--- src/rtl/taps_serializer.sv ---
// Parallel-in, element-serial-out unloader for the wavelet tap line.
// Captures a full tap vector in one cycle and emits it MSB element first at a divided pace.
module taps_serializer #(
  parameter int unsigned COUNTER_WIDTH = 25,
  parameter int unsigned TOTAL_TAPS    = 9,
  parameter int unsigned BITS_PER_TAP  = 8,
  parameter int unsigned TOTAL_BITS    = TOTAL_TAPS * BITS_PER_TAP
) (
  input  logic                    i_clk,
  input  logic                    i_rst_n,
  input  logic                    i_load,
  input  logic [TOTAL_BITS-1:0]   i_taps,
  output logic                    o_ready,
  output logic                    o_busy,
  output logic [BITS_PER_TAP-1:0] o_value,
  output logic                    o_valid,
  output logic                    o_last,
  output logic                    o_LED
);

  localparam int unsigned IdxW = $clog2(TOTAL_TAPS + 1);
  localparam logic [IdxW-1:0] LastIdx = IdxW'(TOTAL_TAPS - 1);

  typedef enum logic [0:0] {StIdle, StShift} state_e;

  state_e                   state_q, state_d;
  logic [TOTAL_BITS-1:0]    sr_q, sr_d;
  logic [COUNTER_WIDTH-1:0] cnt_q, cnt_d;
  logic [IdxW-1:0]          idx_q, idx_d;
  logic [BITS_PER_TAP-1:0]  value_q, value_d;
  logic                     valid_q, valid_d;
  logic                     last_q, last_d;

  always_comb begin
    state_d = state_q;
    sr_d    = sr_q;
    cnt_d   = cnt_q;
    idx_d   = idx_q;
    value_d = value_q;
    valid_d = 1'b0;
    last_d  = 1'b0;
    unique case (state_q)
      StIdle: begin
        cnt_d = '0;
        if (i_load) begin
          sr_d    = i_taps;
          idx_d   = '0;
          state_d = StShift;
        end
      end
      StShift: begin
        cnt_d = cnt_q + COUNTER_WIDTH'(1);
        // Emit on the all-ones edge so the counter wraps to zero for the next period.
        if (cnt_q == '1) begin
          value_d = sr_q[TOTAL_BITS-1 -: BITS_PER_TAP];
          sr_d    = sr_q << BITS_PER_TAP;
          valid_d = 1'b1;
          last_d  = (idx_q == LastIdx);
          idx_d   = idx_q + IdxW'(1);
          if (idx_q == LastIdx) begin
            state_d = StIdle;
          end
        end
      end
      default: state_d = StIdle;
    endcase
  end

  always_ff @(posedge i_clk or negedge i_rst_n) begin
    if (!i_rst_n) begin
      state_q <= StIdle;
      sr_q    <= '0;
      cnt_q   <= '0;
      idx_q   <= '0;
      value_q <= '0;
      valid_q <= 1'b0;
      last_q  <= 1'b0;
    end else begin
      state_q <= state_d;
      sr_q    <= sr_d;
      cnt_q   <= cnt_d;
      idx_q   <= idx_d;
      value_q <= value_d;
      valid_q <= valid_d;
      last_q  <= last_d;
    end
  end

  assign o_ready = (state_q == StIdle);
  assign o_busy  = (state_q == StShift);
  assign o_value = value_q;
  assign o_valid = valid_q;
  assign o_last  = last_q;
  assign o_LED   = o_busy & ~cnt_q[COUNTER_WIDTH-1];

endmodule

--- config.mk ---
export PLATFORM = sky130hd
export DESIGN_NAME = taps_serializer
export DESIGN_NICKNAME = d
export VERILOG_FILES = /design/src/rtl/taps_serializer.sv
export SDC_FILE = /design/constraint.sdc
export NUM_CORES = 1
export LEC_CHECK = 0
export ABC_AREA = 1
export CORE_AREA = 2 2 105 158
export DETAILED_ROUTE_END_ITERATION = 8
export DIE_AREA = 0 0 107 160
export DONT_BUFFER_PORTS = 1
export PLACE_DENSITY = 0.6
export SETUP_SLACK_MARGIN = 0.2
export SKIP_CTS_REPAIR_TIMING = 1
export SYNTH_ARGS = -nofsm -noshare
export SYNTH_HDL_FRONTEND = slang
export SYNTH_SLANG_ARGS = --single-unit
--- constraint.sdc ---
create_clock -name i_clk -period 2.3 [get_ports i_clk]
set_input_delay 0.46 -clock i_clk [delete_from_list [all_inputs] [get_ports i_clk]]
set_output_delay 0.46 -clock i_clk [all_outputs]
set_load 0.02 [all_outputs]
# After elaboration in Yosys (flattened, before gate mapping)
# Cells that the tools add are included.
# op_classes
addsub	2
n_eq_ne	4
muxes	15
n_bitwise	3
n_reduce_logical	2
# op_table
cell	count
2-to-1 mux 72 bit	2
case mux 72 bit (2 select lines)	1
case mux 25 bit (2 select lines)	1
adder 25 x 1 -> 25 bit (second input constant)	1
== test 25 bit (second input constant)	1
2-to-1 mux 4 bit	2
case mux 4 bit (2 select lines)	1
2-to-1 mux 1 bit	7
adder 4 x 1 -> 4 bit (second input constant)	1
== test 4 bit (second input constant)	1
AND reduction 2 bit	2
!= test 2 x 1 -> 1 bit (second input constant)	1
!= test 2 bit (second input constant)	1
NOT 1 bit	2
case mux 1 bit (2 select lines)	1
AND 1 bit	1
# word_totals
register_bits	112
inputBits	75
out_inout_bits	13
elab_cells	33

# Depth between registers and ports, before layout
# Gate-level depths: netlist (run 1).
# logic_depth
depth_word	4
ltp_mapped	11
ltp_nobuf	9

# Worst setup path before layout (run 1)
# Ideal clock, no wire load.
# synth_timing
path_type	register to output
from	register state_q, in the netlist o_busy
to	output o_LED
arrival_time_ps	1650
required_ps	1840
path_slack_ps	190
stages_incl_launch_ff	6
path_buffers	3
path_cell_list	dfrtp_1 -> buf_2 -> inv_1 -> clkbuf_1 -> buf_1 -> nor2_1
# synth_via
elab_chain_cells	1
# synth_lines
element	line	source
start, declared	26	state_e state_q, state_d;
start signal, assigned	71	state_q <= StIdle;
start signal, assigned	79	state_q <= state_d;
AND 1 bit	94	assign o_LED = o_busy & ~cnt_q[COUNTER_WIDTH-1];
end, declared	18	output logic o_LED
# Every way passes these cells.

# Worst setup path in the final report (run 1)
# Ends and elaborated chain as after synthesis.

==> metrics.md, run 1 <==
| Metric | Value |
|---|---|
| Fillers | `1666` |
| RSZ-0062 raised after global routing | `no` |
| Total Power | `0.00435 W` |
| Critical path depth | `4` |
| Area grow syn2layout | `6.31%` |
| Slowest-stage cell, CP | `dfrtp_2` |
| Total wire length | `14.8 mm` |
| Worst VDD drop | `0.000324 V` |
| Initial DRC count | `348` |
| Outcome | `complete, but fails checks` |
| Skew-Pair Late Insertion Delay | `0.35 ns` |
| Cell family with most CP delay | `buffers and inverters` |
| Highest-count cells in the layout ignoring fill and taps | `nand2_1 (359), nand3_1 (122), dfrtp_1 (111), nor2_1 (51), nand3_2 (30)` |
| Avg Inst Size Synth | `7.59 um2` |
| N_diodes | `0` |
| Failing checks | `negative hold slack` |
| Hold Crit Class | `in2async` |
| Kind of critical path | `reg2out` |
| Net count, final | `854` |
| TritonCTS clock tree | `built` |
| Initial Util | `38.1%` |
| Critical path startpoint category | `flip-flop` |
| Port Buffers | `0` |
| Core area | `15900 um2` |
| Routed vias/inst | `4.97` |
| CTS root buffer | `clkbuf_16` |
| Worst Skew | `0.00814 ns` |
| CP required | `1.84 ns` |
| Area of the multi-input gates | `2810 um2` |
| Reg2Reg Depth | `9` |
| Netlist cell types | `28` |
| Commonest non-fill, non-tap cell in the layout | `nand2_1` |
| Gpl congestion | `0.895` |
| HPWL after DPL | `10.1 mm` |
| GRT Total Usage | `17.8%` |
| Die Ht | `160 um` |
| Ys async rst share | `100%` |
| CP endpoint kind | `output pin` |
| Top_reg_cell synth | `dfrtp_1` |
| WL/cell | `15.0 um` |
| Final min period | `1.99 ns` |
| Hold Slack | `-0.199 ns` |
| Final hold viol count | `112` |
| Pwr per Cell Area | `675 nW/um2` |
| Row cnt | `57` |
| Setup_tns | `0 ns` |
| Vias | `4905` |
| Number of synthesized flops with an enable pin | `0` |
| Pre-antenna DRT Iters | `5` |
| GRT overflow | `0` |
| CP Max Fanout | `76` |
| P_leak | `3.40 nW` |
| Register area share after synthesis | `46.2%` |
| Largest net degree at the start of global routing | `113` |
| Post-Syn Area | `6060 um2` |
| Util after Layout | `40.5%` |
| CTS Buffer Depth | `2` |
| Final antenna-violating net count | `0` |
| FF/Latch Area | `2800 um2` |
| Final Max Slew Viols | `0` |
| Synth Net Count | `877` |
| Layout cells sized above 1 | `10.2%` |
| # setup viols final | `0` |
| Die Span X | `107 um` |
| TritonCTS Buffers | `9` |
| Yosys warns | `0` |
| CP Buf/Inv Count | `3` |
| Die area | `17100 um2` |
| DR DRC count | `0` |
| #FFs+latches synth | `112` |
| Relative slew slack | `65.8%` |
| Fin crit share | `86.6%` |
| Vias in the first global route | `4775` |
| Worst Path Arrival | `1.53 ns` |
| Slowest stage delay, CP | `0.50 ns` |
| Cell Chain, Critical Path | `inv_2 > buf_12 > nor2_1 > buf_4` |
| # H-tree levels | `3` |
| Top Ports | `88` |
| Slew @ Worst Pin | `0.513 ns` |
| Num Clock Sinks | `112` |
| Post-Synthesis Cells | `799` |
| First-pass GRT wire length | `24.2 mm` |
| Worst-path clk slew | `0.08 ns` |
| Initial antenna violation count | `0` |
| Max-cap violation count | `0` |
| Fmax | `0.502 GHz` |
[power breakdown]
group | leakage (nW) | internal, W | switching, W
sequential | 1.49 | 0.00214 | 0.000137
combinational | 1.76 | 0.000178 | 0.000265
clock | 0.153 | 0.000882 | 0.000744
[routing by layer]
metal | track usage [%] | up-vias | routed length [um]
li1 | - | 2476 | -
met1 | 23.0 | 2303 | 6250
met2 | 29.1 | 110 | 7590
met3 | 3.06 | 16 | 679
met4 | 8.15 | 0 | 293
met5 | 0 | - | 0
[final cells by class]
| cell class | count | area share, % |
|---|---|---|
| inverter | 29 | 1.69 |
| multi-input combinational | 610 | 43.6 |
| sequential | 112 | 43.5 |
| tap | 206 | 4.00 |
| timing repair buffer | 14 | 2.46 |
| clock inverter | 6 | 1.03 |
| clock buffer | 10 | 3.71 |
[registers in the layout (all words and copies together) (netlist names)]
register and cells:
cnt_q 25, o_valid 1, o_last 1, sr_q 72, idx_q 4, o_value 8
o_busy 1
[synthesized netlist by cell type, types with 3 or more instances]
library cell    n  area share [%]
nand2_1       360              22
nand3_1       122              10
dfrtp_1       112              46
nor2_1         51             3.2
nand3_2        30             5.0
inv_1          27             1.7
clkbuf_1       15            0.93
buf_2          12            0.99
a21oi_1        10            0.83
nand2_2         7            0.72
o21ai_0         7            0.58
buf_6           6             1.1
buf_1           5            0.31
buf_12          4             1.3
buf_4           4            0.50
xor2_1          4            0.58
ha_1            3            0.62
nor2_4          3            0.56
[logic make-up after synthesis]
logic type                 count (synthesis)  synth area share (%)
AOI/OAI and AO/OA                         19                  1.65
and+or+nand+nor                          582                  43.2
DFF                                      112                  46.2
adders and majority gates                  3                 0.619
xor gates and xnor gates                   6                 0.867
buffers and inverters                     77                  7.45
[worst paths after layout]
check | start | end | slack (ns)
worst max-delay path | o_busy | o_LED | 0.31
worst min-delay path | i_rst_n | cnt_q[19] | -0.20
worst max register to register | cnt_q[0] | sr_q[39] | 0.39
worst min register to register | cnt_q[0] | cnt_q[0] | 0.46
max in group asynchronous | i_rst_n | cnt_q[11] | 2.31
min in group i_clk | i_taps[1] | sr_q[1] | 0.22
[metrics by stage]
stage	area, um2	setup WS [ns]	std cells
floorplan	6070	0.358	799
global placement	6140	0.458	971
detailed placement	6140	0.414	971
CTS	6440	0.247	987
global route	6450	0.211	987
finish	6450	0.308	987
(Power assumes the default switching activity.)
==> inputs of run 2 (changes only) <==
--- a/config.mk
+++ b/config.mk
@@ -10,6 +10,7 @@
 export DETAILED_ROUTE_END_ITERATION = 8
 export DIE_AREA = 0 0 107 160
 export DONT_BUFFER_PORTS = 1
+export MAX_ROUTING_LAYER = met4
 export PLACE_DENSITY = 0.6
 export SETUP_SLACK_MARGIN = 0.2
 export SKIP_CTS_REPAIR_TIMING = 1
==> metrics.md, run 2 (same netlist as run 1, synthesis figures left out) <==
| Metric | Value |
|---|---|
| Kind of critical path | `reg2out` |
| Initial Util | `38.1%` |
| Relative slew slack | `65.4%` |
| Slowest-stage cell, CP | `dfrtp_2` |
| Die area | `17100 um2` |
| Net count, final | `854` |
| Critical R2R Launch | `cnt_q[0]` |
| Highest-count cells in the layout ignoring fill and taps | `nand2_1 (359), nand3_1 (122), dfrtp_1 (111), nor2_1 (51), nand3_2 (30)` |
| P_leak | `3.40 nW` |
| Slowest stage delay, CP | `0.50 ns` |
| Routed vias/inst | `4.99` |
| Hold Slack | `-0.207 ns` |
| WL/cell | `15.0 um` |
| Fillers | `1666` |
| FF/Latch Area | `2800 um2` |
| Top Ports | `88` |
| HPWL after DPL | `10.1 mm` |
| Final hold viol count | `112` |
| Total wire length | `14.8 mm` |
| Die Ht | `160 um` |
| Worst Path Arrival | `1.54 ns` |
| Worst Skew | `0.0105 ns` |
| Gpl congestion | `0.910` |
| Num Clock Sinks | `112` |
| Max-cap violation count | `0` |
| Fin crit share | `86.9%` |
| Critical path startpoint category | `flip-flop` |
| Layout cells sized above 1 | `10.2%` |
| Failing checks | `negative hold slack` |
| GRT Total Usage | `18.4%` |
| Initial antenna violation count | `0` |
| TritonCTS clock tree | `built` |
| Cell Chain, Critical Path | `inv_2 > buf_12 > nor2_1 > buf_4` |
| TritonCTS Buffers | `9` |
| Total Power | `0.00435 W` |
| Reg-to-reg endpoint | `sr_q[39]` |
| Vias | `4925` |
| Slew @ Worst Pin | `0.520 ns` |
| Core area | `15900 um2` |
| Pwr per Cell Area | `674 nW/um2` |
| Cell family with most CP delay | `buffers and inverters` |
| RSZ-0062 raised after global routing | `no` |
| DR DRC count | `0` |
| CP required | `1.84 ns` |
| CP endpoint kind | `output pin` |
| CP Buf/Inv Count | `3` |
| Final Max Slew Viols | `0` |
| Skew-Pair Late Insertion Delay | `0.35 ns` |
| Largest register FFs | `72` |
| Initial DRC count | `345` |
| Row cnt | `57` |
| GRT overflow | `0` |
| Worst VDD drop | `0.000325 V` |
| Fmax | `0.500 GHz` |
| CTS Buffer Depth | `2` |
| Die Span X | `107 um` |
| Most flop-heavy register | `sr_q` |
| Final antenna-violating net count | `0` |
| Area grow syn2layout | `6.31%` |
| Setup_tns | `0 ns` |
| # H-tree levels | `3` |
| Pre-antenna DRT Iters | `5` |
| CTS root buffer | `clkbuf_16` |
| Commonest non-fill, non-tap cell in the layout | `nand2_1` |
| Worst-path clk slew | `0.08 ns` |
| First-pass GRT wire length | `24.1 mm` |
| Largest net degree at the start of global routing | `113` |
| Vias in the first global route | `4774` |
| Reg2Reg Depth | `9` |
| Final min period | `2.00 ns` |
| # setup viols final | `0` |
| N_diodes | `0` |
| Hold Crit Class | `in2async` |
| Reg2Reg Setup Slack | `0.38 ns` |
| Area of the multi-input gates | `2810 um2` |
| Outcome | `complete, but fails checks` |
| Port Buffers | `0` |
| CP Max Fanout | `76` |
run 2: cell counts in the layout (fill, tap and decap cells not counted):
No cell type changed its count.
run 2: per-layer routing:
layer	track usage [%]	routed length (um)
met5	-	0
met4	8.15	401
met3	2.90	734
met2	29.1	7350
met1	23.1	6340
run 2: worst max-delay path by stage:
stage,start,to,slack (ns),cells past startpoint
after detailed placement,cnt_q[0],sr_q[31],0.41,9
after global placement,cnt_q[0],sr_q[22],0.46,9
final,o_busy,o_LED,0.30,4
after global routing,cnt_q[0],o_busy,0.21,8
after CTS,o_busy,o_busy,0.25,2
after floorplan,o_busy,o_LED,0.36,5
run 2: final cells by class:
type | count | share of cell area (%)
multi-input combinational | 610 | 43.6
clock inverter | 6 | 1.03
sequential | 112 | 43.5
clock buffer | 10 | 3.71
timing repair buffer | 14 | 2.46
inverter | 29 | 1.69
tap | 206 | 4.00
run 2: power breakdown:
part           switching, W  leakage [nW]  internal, W
combinational      0.000264          1.76     0.000178
sequential         0.000136          1.49      0.00214
clock              0.000743         0.153     0.000882
run 2: stage by stage:
| stage | util, % | hold WS, ns | area, um2 | setup slack (ns) | std cells |
|---|---|---|---|---|---|
| 5_1_grt | 40.5 | -0.225 | 6450 | 0.210 | 987 |
| 2_1_floorplan | - | 0.164 | 6070 | 0.358 | 799 |
| 3_5_place_dp | 38.6 | 0.169 | 6140 | 0.414 | 971 |
| 6_report | 40.5 | -0.207 | 6450 | 0.302 | 987 |
| 4_1_cts | 40.5 | -0.221 | 6440 | 0.247 | 987 |
| 3_3_place_gp | 38.6 | 0.168 | 6140 | 0.458 | 971 |
==> inputs of run 3 (changes only) <==
--- a/config.mk
+++ b/config.mk
@@ -6,9 +6,9 @@
 export NUM_CORES = 1
 export LEC_CHECK = 0
 export ABC_AREA = 1
-export CORE_AREA = 2 2 105 158
+export CORE_AREA = 2 2 128 130
 export DETAILED_ROUTE_END_ITERATION = 8
-export DIE_AREA = 0 0 107 160
+export DIE_AREA = 0 0 130 132
 export DONT_BUFFER_PORTS = 1
 export MAX_ROUTING_LAYER = met4
 export PLACE_DENSITY = 0.6
==> metrics.md, run 3 (same netlist as run 1, synthesis figures left out) <==
| Metric | Value |
|---|---|
| Outcome | `complete, but fails checks` |
| Failing checks | `negative hold slack` |
| GRT Total Usage | `18.4%` |
| Pre-antenna DRT Iters | `5` |
| Final antenna-violating net count | `0` |
| Met2 Resource Use GR | `25.3%` |
| Final hold viol count | `112` |
| TritonCTS clock tree | `built` |
| Placed cell count | `985` |
| Area of the multi-input gates | `2810 um2` |
| Vias in the first global route | `4670` |
| Hold Crit Class | `in2async` |
| Initial DRC count | `510` |
| Worst Path Arrival | `2.13 ns` |
| Max-cap violation count | `0` |
| CP required | `2.54 ns` |
| Layout cells sized above 1 | `10.6%` |
| DR DRC count | `0` |
| Die area | `17200 um2` |
| Highest-count cells in the layout ignoring fill and taps | `nand2_1 (359), nand3_1 (122), dfrtp_1 (111), nor2_1 (51), nand3_2 (30)` |
| Gpl congestion | `0.789` |
| Worst-path clk slew | `0.07 ns` |
| Cell Int Power | `0.00325 W` |
| Total wire length | `14.6 mm` |
| FF/Latch Area | `2800 um2` |
| Num Clock Sinks | `112` |
| Most flop-heavy register | `sr_q` |
| Initial antenna violation count | `0` |
| CP endpoint kind | `flip-flop` |
| Psw | `0.00110 W` |
| P_leak | `3.42 nW` |
| Worst Skew | `0.00486 ns` |
| Setup_tns | `0 ns` |
| GR Util met1 | `27.7%` |
| Net count, final | `858` |
| Clock Power Share | `37.4%` |
| Pwr per Cell Area | `671 nW/um2` |
| Worst VDD drop | `0.000328 V` |
| Final Max Slew Viols | `0` |
| Kind of critical path | `reg2reg` |
| Sequential share of power | `52.3%` |
| Fin crit share | `82.1%` |
| Largest register FFs | `72` |
| Combinational Power Share | `10.3%` |
| CTS Buffer Depth | `2` |
| Hold Slack | `-0.198 ns` |
| Relative slew slack | `49.0%` |
| Total Power | `0.00435 W` |
| GRT overflow | `0` |
| Routed vias/inst | `4.81` |
| Core area | `15700 um2` |
| Top Ports | `88` |
| Fillers | `1604` |
| Switching share of power | `25.3%` |
| # H-tree levels | `3` |
| Busiest layer in global routing | `met1` |
| Critical path startpoint category | `flip-flop` |
| CP Max Fanout | `21` |
| Initial Util | `38.6%` |
| Slew @ Worst Pin | `0.766 ns` |
| RSZ-0062 raised after global routing | `no` |
| Final min period | `1.89 ns` |
| HPWL after DPL | `9.74 mm` |
| Fin cells | `1000` |
| First-pass GRT wire length | `24.4 mm` |
| Met3 usage | `3.17%` |
| # setup viols final | `0` |
| Skew-Pair Late Insertion Delay | `0.35 ns` |
| Area grow syn2layout | `6.77%` |
| Fmax | `0.529 GHz` |
| Util after Layout | `41.2%` |
| CTS root buffer | `clkbuf_16` |
| Row cnt | `46` |
| Die Span X | `130 um` |
| WL/cell | `14.6 um` |
| Die Ht | `132 um` |
| TritonCTS Buffers | `9` |
| Commonest non-fill, non-tap cell in the layout | `nand2_1` |
| Port Buffers | `0` |
| Largest net degree at the start of global routing | `113` |
| Vias | `4814` |
| N_diodes | `0` |
==> run 3: worst max-delay path, stage by stage (launching register included) <==
cell and delay, ns:
dfrtp_1 0.37, ha_1 0.21, nand2_2 0.10, nor2_4 0.15
nand2_4 0.10, nor2_8 0.16, nand3_4 0.23, buf_4 0.30
nand3_1 0.09, nand2_1 0.05
==> run 3: stage by stage <==
step	instance area [um2]	hold WS [ns]	setup WS (ns)
floorplan	6070	0.164	0.358
global placement	6170	0.170	0.474
detailed placement	6170	0.171	0.400
CTS	6470	-0.210	0.394
global route	6470	-0.215	0.262
finish	6470	-0.198	0.411
==> run 3: power by group through the flow <==
stage               clock network (W)  registers (W)  logic [W]
finish                        0.00163        0.00227   0.000447
global route                  0.00175        0.00230   0.000535
CTS                           0.00167        0.00227   0.000449
detailed placement                  0        0.00231   0.000448
global placement                    0        0.00231   0.000441
floorplan                           0        0.00228   0.000375
==> run 3: path summary, 6_finish.rpt <==
check / from / to / slack (ns) / depth (start not counted)
max: cnt_q[0] / sr_q[12] / 0.41 / 9
min: i_rst_n / cnt_q[11] / -0.20 / 0
max reg2reg: cnt_q[0] / sr_q[12] / 0.41 / 9
min reg2reg: cnt_q[0] / cnt_q[0] / 0.46 / 1
max in group asynchronous: i_rst_n / sr_q[14] / 2.27 / 0
min in group i_clk: i_taps[3] / sr_q[3] / 0.22 / 2
==> run 3: metal layers <==
layer | vias up | part of all wire [%] | routed length, um
li1 | 2484 | - | -
met1 | 2214 | 50 | 7280
met2 | 103 | 44 | 6480
met3 | 13 | 4.7 | 682
met4 | 0 | 1.4 | 201
met5 | - | 0 | 0
==> run 3: layout make-up <==
class | count | share of cell area, %
timing repair buffer | 18 | 2.67
clock buffer | 12 | 4.12
clock inverter | 3 | 0.618
multi-input combinational | 610 | 43.4
inverter | 29 | 1.68
sequential | 112 | 43.3
tap | 216 | 4.17
==> variant (flow settings as in run 2) <==
One comparison of `idx_q` changes from == to >=.
--- a/src/rtl/taps_serializer.sv
+++ b/src/rtl/taps_serializer.sv
@@ -57,7 +57,7 @@
           valid_d = 1'b1;
           last_d  = (idx_q == LastIdx);
           idx_d   = idx_q + IdxW'(1);
-          if (idx_q == LastIdx) begin
+          if (idx_q >= LastIdx) begin
             state_d = StIdle;
           end
         end
Function: no difference found for any inputs over 10 cycles, from zero or initial values and one cycle with i_rst_n low; that may be too few to reach the edited logic, so the function may still have changed.
==> variant against run 2 <==
The flow still finishes with violations (negative hold slack); sequential cell count is the same; wire length decreased by 2.9%; non-clock buffer count decreased by 1; fmax rose by 4.0%; register-to-register slack improved by 20 ps; design area is 3.6% lower; synthesized area shrank 5.7%; setup slack better by 76 ps; critical endpoint unchanged; largest cell class is now registers.
Power is not compared: it rests on default switching activity, and its combinational part moved more than twofold at a synthesized area within 25%.
==> variant: results (changes against run 2) <==
----------------------------------------------------
[Outcome]
  Status ... complete, but fails checks
  Violated checks ... negative hold slack

[Global route]
  All-layer global routing usage ... 0.182 (-0.00188)
  Global-route wire length before repair ... 23,900 microns (-1.0%)
  Via count of the first global-routing pass ... 4,692 (-1.7%)

[Yosys]
  Ranking of synthesized cells by area ... sky130_fd_sc_hd__dfrtp_1 49%, sky130_fd_sc_hd__nand2_1 27%, sky130_fd_sc_hd__nand3_1 6.1%
  Syn_nets ... 855 (-2.5%)
  Top cells by count, synth ... 419 x sky130_fd_sc_hd__nand2_1, 112 x sky130_fd_sc_hd__dfrtp_1, 70 x sky130_fd_sc_hd__nand3_1
  Average size of a mapped cell ... 7.36 sq um (-3.0%)
  Sequential share of the synthesized area ... 0.490 (+0.0279)

[Timing]
  Transition at the pin with the smallest max-transition slack ... 569 ps (+49.8 ps)
  Hold Worst Slack ... -203 ps (+4.39 ps)
  Clock tree skew after final layout ... 10.6 ps (+0.109 ps)
  Final hold vios ... 112 (unchanged)

[Detailed routing]
  Routed wire length on met3 ... 523 microns (-29%)
  Met1 wire length ... 6080 microns (-4.1%)
  DR top layer ... met4
  First DRT Iteration DRCs ... 302 (-12%)
  Vias per std cell ... 4.92 (-1.5%)
  Avg WL per Cell ... 14.8 microns (-1.3%)
  Wire length reported by the detailed router ... 14,400 microns (-2.9%)
  Met2 layer wire length in the routed design ... 7390 microns (+0.54%)

[Critical path]
  CP arrival ... 1460 ps (-80 ps)
  CP max stage cell ... sky130_fd_sc_hd__dfrtp_2
  Kind of cell adding the most delay to the critical path ... flip-flops
  Slowest cell delay on critical path ... 600 ps (+100 ps)

[Place]
  GP Congestion ... 0.849 (-6.8%)
  Worst setup slack after placement ... 368 ps (-45.5 ps)
  DP Cell Count ... 955 (-1.6%)
  Dpl cell area ... 5890 sq um (-4.1%)
  Dpl hpwl ... 9820 microns (-2.6%)

[Final layout]
  Fraction of final layout cells with drive strength greater than 1 ... 0.0758 (-0.0266)
  Total number of nets in the final design ... 838 (-1.9%)
  Final-layout fill cell count ... 1,704 (+2.3%)

[Power and ir drop]
  Leak ... roughly 3.1 nW

----------------------------------------------------
## variant: changes by cell type in the layout (fill, tap and decap cells not counted), sizes merged, moves of 2 or more
cell	change
nand3	-64
nand2	+53
nor2	-10
a21oi	+4
nor3	+3
o21ai	+3
nand3b	-2
xor2	-2
## variant: worst paths after layout
| kind | from | endpoint | slack [ps] | cells past startpoint |
|---|---|---|---|---|
| max in group asynchronous | i_rst_n | o_busy$_DFF_PN0_ | 2290 | 0 |
| worst min-delay path | i_rst_n | sr_q[31]$_DFFE_PN0P_ | -200 | 0 |
| worst min register to register | sr_q[65]$_DFFE_PN0P_ | o_value[1]$_DFFE_PN0P_ | 480 | 2 |
| worst max-delay path | o_busy$_DFF_PN0_ | o_LED | 380 | 3 |
| worst max register to register | cnt_q[0]$_DFF_PN0_ | idx_q[3]$_DFFE_PN0P_ | 400 | 10 |
| min in group i_clk | i_taps[2] | sr_q[2]$_DFFE_PN0P_ | 220 | 2 |
## variant: logic make-up after synthesis
| kind of cell | share of synthesized area |
|---|---|
| AOI/OAI and AO/OA | 0.0247 |
| buffers and inverters | 0.0586 |
| adders and majority gates | 0.00656 |
| xor gates and xnor gates | 0.00460 |
| and+or+nand+nor | 0.415 |
| DFF | 0.490 |
## variant: power by group
group,internal (mW),switching [mW],total (mW)
clock,0.869,0.784,1.65
combinational,0.00000000905,0,0.00000180
sequential,1.97,0,1.97
## variant: cell type report
type	instances	share of cell area
sequential	112	0.451
tap	206	0.0415
clock inverter	7	0.0143
clock buffer	9	0.0362
timing repair buffer	13	0.0223
inverter	27	0.0167
multi-input combinational	597	0.418
## variant: per-layer routing
layer / global-route usage / vias to the layer above
li1: - / 2378
met1: 0.227 / 2269
met2: 0.292 / 108
met3: 0.0290 / 19
met4: 0.0756 / 0
met5: - / -
